[config.mk]
export PLATFORM = sky130hd
export DESIGN_NAME = seq_alu_flat
export DESIGN_NICKNAME = d
export VERILOG_FILES = /design/src/rtl/seq_alu_if.sv /design/src/rtl/seq_alu.sv /design/src/flat_wrapper.sv
export SDC_FILE = /design/constraint.sdc
export NUM_CORES = 1
export LEC_CHECK = 0
export CORE_ASPECT_RATIO = 1.2
export CORE_MARGIN = 2
export CORE_UTILIZATION = 45
export DETAILED_ROUTE_END_ITERATION = 10
export GPL_ROUTABILITY_DRIVEN = 0
export GPL_TIMING_DRIVEN = 0
export PLACE_DENSITY = 0.74
export SLEW_MARGIN = 5
export SYNTH_ARGS = -nofsm -noshare
export SYNTH_HDL_FRONTEND = slang
export SYNTH_SLANG_ARGS = --single-unit
export TNS_END_PERCENT = 5
[constraint.sdc]
create_clock -name clk -period 5.8 [get_ports clk]
set_input_delay 0.58 -clock clk [delete_from_list [all_inputs] [get_ports clk]]
set_output_delay 0.58 -clock clk [all_outputs]
set_load 0.01 [all_outputs]
[src/rtl/seq_alu_if.sv]
// Request/response bundle for the multi-cycle ALU: operands and opcode in,
// registered results, flags and the start/busy/done handshake out.
interface seq_alu_if #(
  parameter int WIDTH = 32
);
  logic             start;
  logic [3:0]       operation;
  logic [WIDTH-1:0] a;
  logic [WIDTH-1:0] b;
  logic             busy;
  logic             done;
  logic [WIDTH-1:0] result;
  logic [WIDTH-1:0] hi;
  logic             zero;
  logic             overflow;
  logic             div_by_zero;

  modport master (
    output start, operation, a, b,
    input  busy, done, result, hi, zero, overflow, div_by_zero
  );

  modport slave (
    input  start, operation, a, b,
    output busy, done, result, hi, zero, overflow, div_by_zero
  );
endinterface

[src/rtl/seq_alu.sv]
// Multi-cycle ALU: logic/arith/compare ops finish in one cycle, unsigned
// MUL (shift-add) and DIV (restoring) iterate one bit per cycle.
module seq_alu #(
  parameter int WIDTH = 32
) (
  input logic      clk,
  input logic      rst,
  seq_alu_if.slave bus
);
  localparam int CW = $clog2(WIDTH);

  localparam logic [3:0] OP_AND = 4'b0000;
  localparam logic [3:0] OP_OR  = 4'b0001;
  localparam logic [3:0] OP_ADD = 4'b0010;
  localparam logic [3:0] OP_SUB = 4'b0110;
  localparam logic [3:0] OP_SLT = 4'b0111;
  localparam logic [3:0] OP_MUL = 4'b1000;
  localparam logic [3:0] OP_DIV = 4'b1001;

  typedef enum logic [1:0] {IDLE, MUL, DIV} state_t;

  state_t           state;
  state_t           state_next;
  logic [CW-1:0]    count;
  logic [WIDTH-1:0] opnd;
  logic [WIDTH-1:0] work_hi;
  logic [WIDTH-1:0] work_lo;
  logic             accept;
  logic             last_iter;

  logic [WIDTH-1:0] result_q;
  logic [WIDTH-1:0] hi_q;
  logic             zero_q;
  logic             overflow_q;
  logic             div_by_zero_q;
  logic             done_q;

  logic [WIDTH-1:0] sum;
  logic [WIDTH-1:0] diff;
  logic             add_ovf;
  logic             sub_ovf;
  logic             slt_bit;
  logic [WIDTH-1:0] alu_res;
  logic             alu_ovf;

  logic [WIDTH:0]   mul_sum;
  logic [WIDTH-1:0] mul_hi_next;
  logic [WIDTH-1:0] mul_lo_next;
  logic [WIDTH:0]   div_shift;
  logic             div_ge;
  logic [WIDTH-1:0] div_diff;
  logic [WIDTH-1:0] div_hi_next;
  logic [WIDTH-1:0] div_lo_next;

  assign accept    = bus.start && (state == IDLE);
  assign last_iter = (count == CW'(WIDTH - 1));

  always_ff @(posedge clk) begin
    if (rst) state <= IDLE;
    else     state <= state_next;
  end

  always_comb begin
    state_next = state;
    case (state)
      IDLE: begin
        if (accept && bus.operation == OP_MUL)      state_next = MUL;
        else if (accept && bus.operation == OP_DIV) state_next = DIV;
      end
      MUL, DIV: if (last_iter) state_next = IDLE;
      default:  state_next = IDLE;
    endcase
  end

  always_comb begin
    bus.busy = (state != IDLE);
  end

  // SLT uses sign-of-difference XOR overflow so it stays correct when a-b wraps.
  assign sum     = bus.a + bus.b;
  assign diff    = bus.a - bus.b;
  assign add_ovf = (bus.a[WIDTH-1] == bus.b[WIDTH-1]) && (sum[WIDTH-1]  != bus.a[WIDTH-1]);
  assign sub_ovf = (bus.a[WIDTH-1] != bus.b[WIDTH-1]) && (diff[WIDTH-1] != bus.a[WIDTH-1]);
  assign slt_bit = diff[WIDTH-1] ^ sub_ovf;

  always_comb begin
    alu_res = '0;
    alu_ovf = 1'b0;
    case (bus.operation)
      OP_AND: alu_res = bus.a & bus.b;
      OP_OR:  alu_res = bus.a | bus.b;
      OP_ADD: begin alu_res = sum;  alu_ovf = add_ovf; end
      OP_SUB: begin alu_res = diff; alu_ovf = sub_ovf; end
      OP_SLT: alu_res = {{(WIDTH-1){1'b0}}, slt_bit};
      default: alu_res = '0;
    endcase
  end

  // MUL: {work_hi, work_lo} shifts right, adding the multiplicand when the LSB is set.
  assign mul_sum     = {1'b0, work_hi} + (work_lo[0] ? {1'b0, opnd} : '0);
  assign mul_hi_next = mul_sum[WIDTH:1];
  assign mul_lo_next = {mul_sum[0], work_lo[WIDTH-1:1]};

  // DIV: work_hi is the partial remainder, work_lo shifts dividend out and quotient in.
  // A zero divisor naturally yields all-ones quotient and remainder = dividend.
  assign div_shift   = {work_hi, work_lo[WIDTH-1]};
  assign div_ge      = div_shift >= {1'b0, opnd};
  assign div_diff    = div_shift[WIDTH-1:0] - opnd;
  assign div_hi_next = div_ge ? div_diff : div_shift[WIDTH-1:0];
  assign div_lo_next = {work_lo[WIDTH-2:0], div_ge};

  always_ff @(posedge clk) begin
    if (rst) begin
      count         <= '0;
      opnd          <= '0;
      work_hi       <= '0;
      work_lo       <= '0;
      result_q      <= '0;
      hi_q          <= '0;
      zero_q        <= 1'b1;
      overflow_q    <= 1'b0;
      div_by_zero_q <= 1'b0;
      done_q        <= 1'b0;
    end else begin
      done_q <= 1'b0;
      case (state)
        IDLE: begin
          if (accept) begin
            count <= '0;
            if (bus.operation == OP_MUL) begin
              opnd    <= bus.a;
              work_hi <= '0;
              work_lo <= bus.b;
            end else if (bus.operation == OP_DIV) begin
              opnd    <= bus.b;
              work_hi <= '0;
              work_lo <= bus.a;
            end else begin
              result_q   <= alu_res;
              zero_q     <= (alu_res == '0);
              overflow_q <= alu_ovf;
              done_q     <= 1'b1;
            end
          end
        end
        MUL: begin
          count   <= count + 1'b1;
          work_hi <= mul_hi_next;
          work_lo <= mul_lo_next;
          if (last_iter) begin
            count      <= '0;
            result_q   <= mul_lo_next;
            hi_q       <= mul_hi_next;
            zero_q     <= (mul_lo_next == '0);
            overflow_q <= 1'b0;
            done_q     <= 1'b1;
          end
        end
        DIV: begin
          count   <= count + 1'b1;
          work_hi <= div_hi_next;
          work_lo <= div_lo_next;
          if (last_iter) begin
            count         <= '0;
            result_q      <= div_lo_next;
            hi_q          <= div_hi_next;
            zero_q        <= (div_lo_next == '0);
            overflow_q    <= 1'b0;
            div_by_zero_q <= (opnd == '0);
            done_q        <= 1'b1;
          end
        end
        default: ;
      endcase
    end
  end

  assign bus.done        = done_q;
  assign bus.result      = result_q;
  assign bus.hi          = hi_q;
  assign bus.zero        = zero_q;
  assign bus.overflow    = overflow_q;
  assign bus.div_by_zero = div_by_zero_q;
endmodule

[src/flat_wrapper.sv]
// flat-port wrapper written by rule: the top's interface ports become plain ports
module seq_alu_flat 
#(
  parameter int WIDTH = 32
)
  (clk, rst, bus_start, bus_operation, bus_a, bus_b, bus_busy, bus_done, bus_result, bus_hi, bus_zero, bus_overflow, bus_div_by_zero);
  seq_alu_if #(.WIDTH(WIDTH)) bus_i ();
  input logic clk;
  input logic rst;
  input wire logic [$bits(bus_i.start)-1:0] bus_start;
  input wire logic [$bits(bus_i.operation)-1:0] bus_operation;
  input wire logic [$bits(bus_i.a)-1:0] bus_a;
  input wire logic [$bits(bus_i.b)-1:0] bus_b;
  output wire logic [$bits(bus_i.busy)-1:0] bus_busy;
  output wire logic [$bits(bus_i.done)-1:0] bus_done;
  output wire logic [$bits(bus_i.result)-1:0] bus_result;
  output wire logic [$bits(bus_i.hi)-1:0] bus_hi;
  output wire logic [$bits(bus_i.zero)-1:0] bus_zero;
  output wire logic [$bits(bus_i.overflow)-1:0] bus_overflow;
  output wire logic [$bits(bus_i.div_by_zero)-1:0] bus_div_by_zero;
  assign bus_i.start = bus_start;
  assign bus_i.operation = bus_operation;
  assign bus_i.a = bus_a;
  assign bus_i.b = bus_b;
  assign bus_busy = bus_i.busy;
  assign bus_done = bus_i.done;
  assign bus_result = bus_i.result;
  assign bus_hi = bus_i.hi;
  assign bus_zero = bus_i.zero;
  assign bus_overflow = bus_i.overflow;
  assign bus_div_by_zero = bus_i.div_by_zero;
  seq_alu #(.WIDTH(WIDTH)) u_core (.clk(clk), .rst(rst), .bus(bus_i));
endmodule
==> flow_summary.yaml <==
detailed_routing:
  vias: 19750
  routed.top_layer: "met4"
  wl_met1_um: 25020
  wl_um: 67650
  route.detailed.drc: 0
  wl_per_cell_um: 22.59
  dr.pass1.iters: 7
  met2_wirelength_um: 30230
  drtAntennaViolNets: 0
  via_per_inst: 6.595
  dr.first_iter.drc_count: 2771
  route.met3.wl_um: 6895
global_route:
  first_global_vias: 18810
  grt_usage_pct: 33.41
  antenna_found_initial: 0
  grt_pass1_wl_um: 103100
  grt_max_degree: 17
  grt_overflow: 0
power:
  p_clk_share_pct: 32.8
  power.switching_mw: 1.291
  peakVddDrop_mv: 0.2258
  seqPwrFrac_pct: 34.4
  internal_power_mw: 2.253
  power_frac_comb_pct: 32.8
  p_leak_nw: 7.821
  switching_share_pct: 36.43
  power_density_nw_per_um2: 181.2
  report.power.total_mw: 3.544
critical_path:
  crit_path_end_kind: "register"
  critPathTopFamily: "simple AND/OR/NAND/NOR gates"
  slowest_stage: "or4_4"
  crit_buf_inv: 2
  arrival_ns: 6.09
  path_class: "input port to register"
  cp-start-kind: "input port"
  crit_cells: 25
  cpPeakStageDelay_ns: 0.52
  rr_worst_depth: 16
  cp.required_ns: 6.19
  rrSetupSlack_ns: 1.23
  path_max_fanout: 4
layout:
  areaGrowthSynthToFinish_pct: 16.76
  diodes: 0
  layoutNonFillerInstCount: 2995
  num-fill-cells: 3544
  layout.nets: 2752
  drive_gt1_share_pct: 6.466
synth:
  netlist_instances: 2356
  ys_seq_area_share_pct: 20.44
  synth-edff-count: 0
  synth_fp_nets: 2598
  avgSynthCellArea_sq_um: 7.110
  ys_ff_latch: 171
  ys.flop_type: "dfxtp_1"
  synth_area_sq_um: 16750
  ys_async_sr_fraction_pct: 0
  yosysWarnings: 0
  synth_cell_type_count: 91
timing:
  relSlewSlack_pct: 5.903
  maxSlewViolCount: 0
  fin_skew_ns: 0.01430
  max_freq_mhz: 175.4
  tightest_slew_ns: 1.402
  final.setup.tns_ns: 0
  post-route-period-util_pct: 98.33
  period_minus_slack_ns: 5.703
  setup_violations: 0
  timing.hold.ws_ns: 0.4524
  hold_violations: 0
cts:
  clkTransAtPathRegs_ns: 0.07
  clock_sinks: 171
  cts-hold-fix-buffers: 0
  cts_tree: "done"
  worstSkewPairLatency_ns: 0.46
  cts_inserted_buffers: 17
  clock-root-buffer: "clkbuf_16"
  cts.htree.levels: 4
  clockBufferDepth: 2
min_path:
  hold_path_class: "register to register"
  whs_path_depth: 2
floorplanning:
  dieArea_sq_um: 38790
  die_x_um: 180.1
  core_area_sq_um: 36800
  fp.dieH_um: 215.4
  start_util_pct: 45.52
  ioPinCount: 140
  rows: 77
job:
  cap_viol_max_count: 0
placement:
  post-dp-hpwl_um: 53120
  place_inst: 2967
  io_buffer_count: 136
run_status:
  outcome: "finished clean"
through the flow:
| step | worst slack, ns | cell area (sq um) | util, % |
|---|---|---|---|
| after floorplan | 0.4456 | 16750 | - |
| after global placement | -1.465 | 18710 | 50.83 |
| after detailed placement | -1.589 | 18720 | 50.86 |
| after CTS | 0.003160 | 19470 | 52.90 |
| after global routing | -0.01955 | 19560 | 53.14 |
| final | 0.09713 | 19560 | 53.14 |
cells by family (layout without fill, tap and decap cells):
kind of cell,count (synthesis),after routing,share of synthesized area (%)
AO/OA/AOI/OAI,855,855,33.19
AND/OR/NAND/NOR,743,743,20.13
buffers and inverters,309,474,7.372
adder cells (fa/ha/maj),171,171,13.00
flip-flops,171,171,20.44
XOR/XNOR,76,76,3.974
multiplexers,31,31,1.905
tightest hold or removal path, delay by kind of cell (launching register included):
| family | cells | cell delay [ns] |
|---|---|---|
| AOI/OAI and AO/OA | 1 | 0.05 |
| DFF | 1 | 0.31 |
| and+or+nand+nor | 1 | 0.05 |
flip-flops by register name, summed over array words and instances, names as in the netlist:
| register | count |
|---|---|
| u_core.bus.hi | 32 |
| u_core.bus.result | 32 |
| u_core.opnd | 32 |
| u_core.work_hi | 32 |
| u_core.work_lo | 32 |
| u_core.count | 5 |
| u_core.state | 2 |
| u_core.bus.div_by_zero | 1 |
| u_core.bus.done | 1 |
| u_core.bus.overflow | 1 |
| u_core.bus.zero | 1 |
cell usage in the layout, fill, tap and decap left out, types with 104 or more instances in the layout:
cell	n
a21oi_1	317
inv_1	145
o21ai_0	132
clkdlybuf4s50_1	104
nand2_1	273
dfxtp_1	171
ha_1	148
clkbuf_1	118
nor2_1	200
repair_timing:
| item | CTS | global route |
|---|---|---|
| setup endpoints to repair | 1 | 1 |
| pin swaps | 12 | 13 |
| setup buffers | 5 | 3 |
| gates resized for setup | 81 | 66 |
final timing paths:
| kind | from | endpoint |
|---|---|---|
| worst min register to register | u_core.bus.result[22] | u_core.bus.result[22] |
| worst max register to register | u_core.work_lo[0] | u_core.bus.hi[27] |
| worst max-delay path | bus_b[1] | u_core.bus.zero |
| worst min-delay path | u_core.bus.result[22] | u_core.bus.result[22] |
Yosys cell counts, drive strengths merged (10+ instances only):
cell type,number,area share (%)
a2111oi,12,0.85
a211oi,36,1.7
a21o,51,2.3
a21oi,324,9.7
a221o,32,1.9
a31oi,16,0.60
and3,17,0.65
buf,18,0.70
clkbuf,133,3.1
dfxtp,171,20
ha,166,12
inv,157,3.5
mux2i,24,1.4
nand2,273,6.1
nand2b,21,0.78
nand3,70,2.1
nand4,26,0.97
nor2,201,4.5
nor2b,22,0.82
nor3,47,1.4
nor4,29,1.1
o211ai,71,3.2
o21a,10,0.45
o21ai,139,4.2
o21bai,15,0.67
o221ai,46,2.4
o22ai,13,0.49
o31ai,15,0.67
xnor2,53,2.8
xor2,23,1.2
per-layer routing:
layer / global-route usage, % / vias to the layer above
li1: - / 8888
met1: 39.82 / 9049
met2: 54.47 / 1439
met3: 5.813 / 376
met4: 23.52 / 0
met5: 0 / -
area by class of cell:
type | count | area (sq um) | share of cell area [%]
Buffer | 141 | 611.8 | 3.128
Clock buffer | 18 | 429.2 | 2.194
Clock inverter | 12 | 140.1 | 0.7165
Inverter | 158 | 598.1 | 3.058
Multi-Input combinational cell | 1876 | 12390 | 63.34
Sequential cell | 171 | 3423 | 17.50
Tap cell | 474 | 593.1 | 3.032
Timing Repair Buffer | 145 | 1374 | 7.024
power groups by stage:
stage               clock [mW]  sequential, mW  combinational, mW
floorplan                    0            1.24              0.700
global placement             0            1.25               1.06
detailed placement           0            1.25               1.07
CTS                       1.16            1.22               1.10
global route              1.21            1.22               1.22
finish                    1.16            1.22               1.16
No activity file was read; power rests on OpenSTA's default activity.
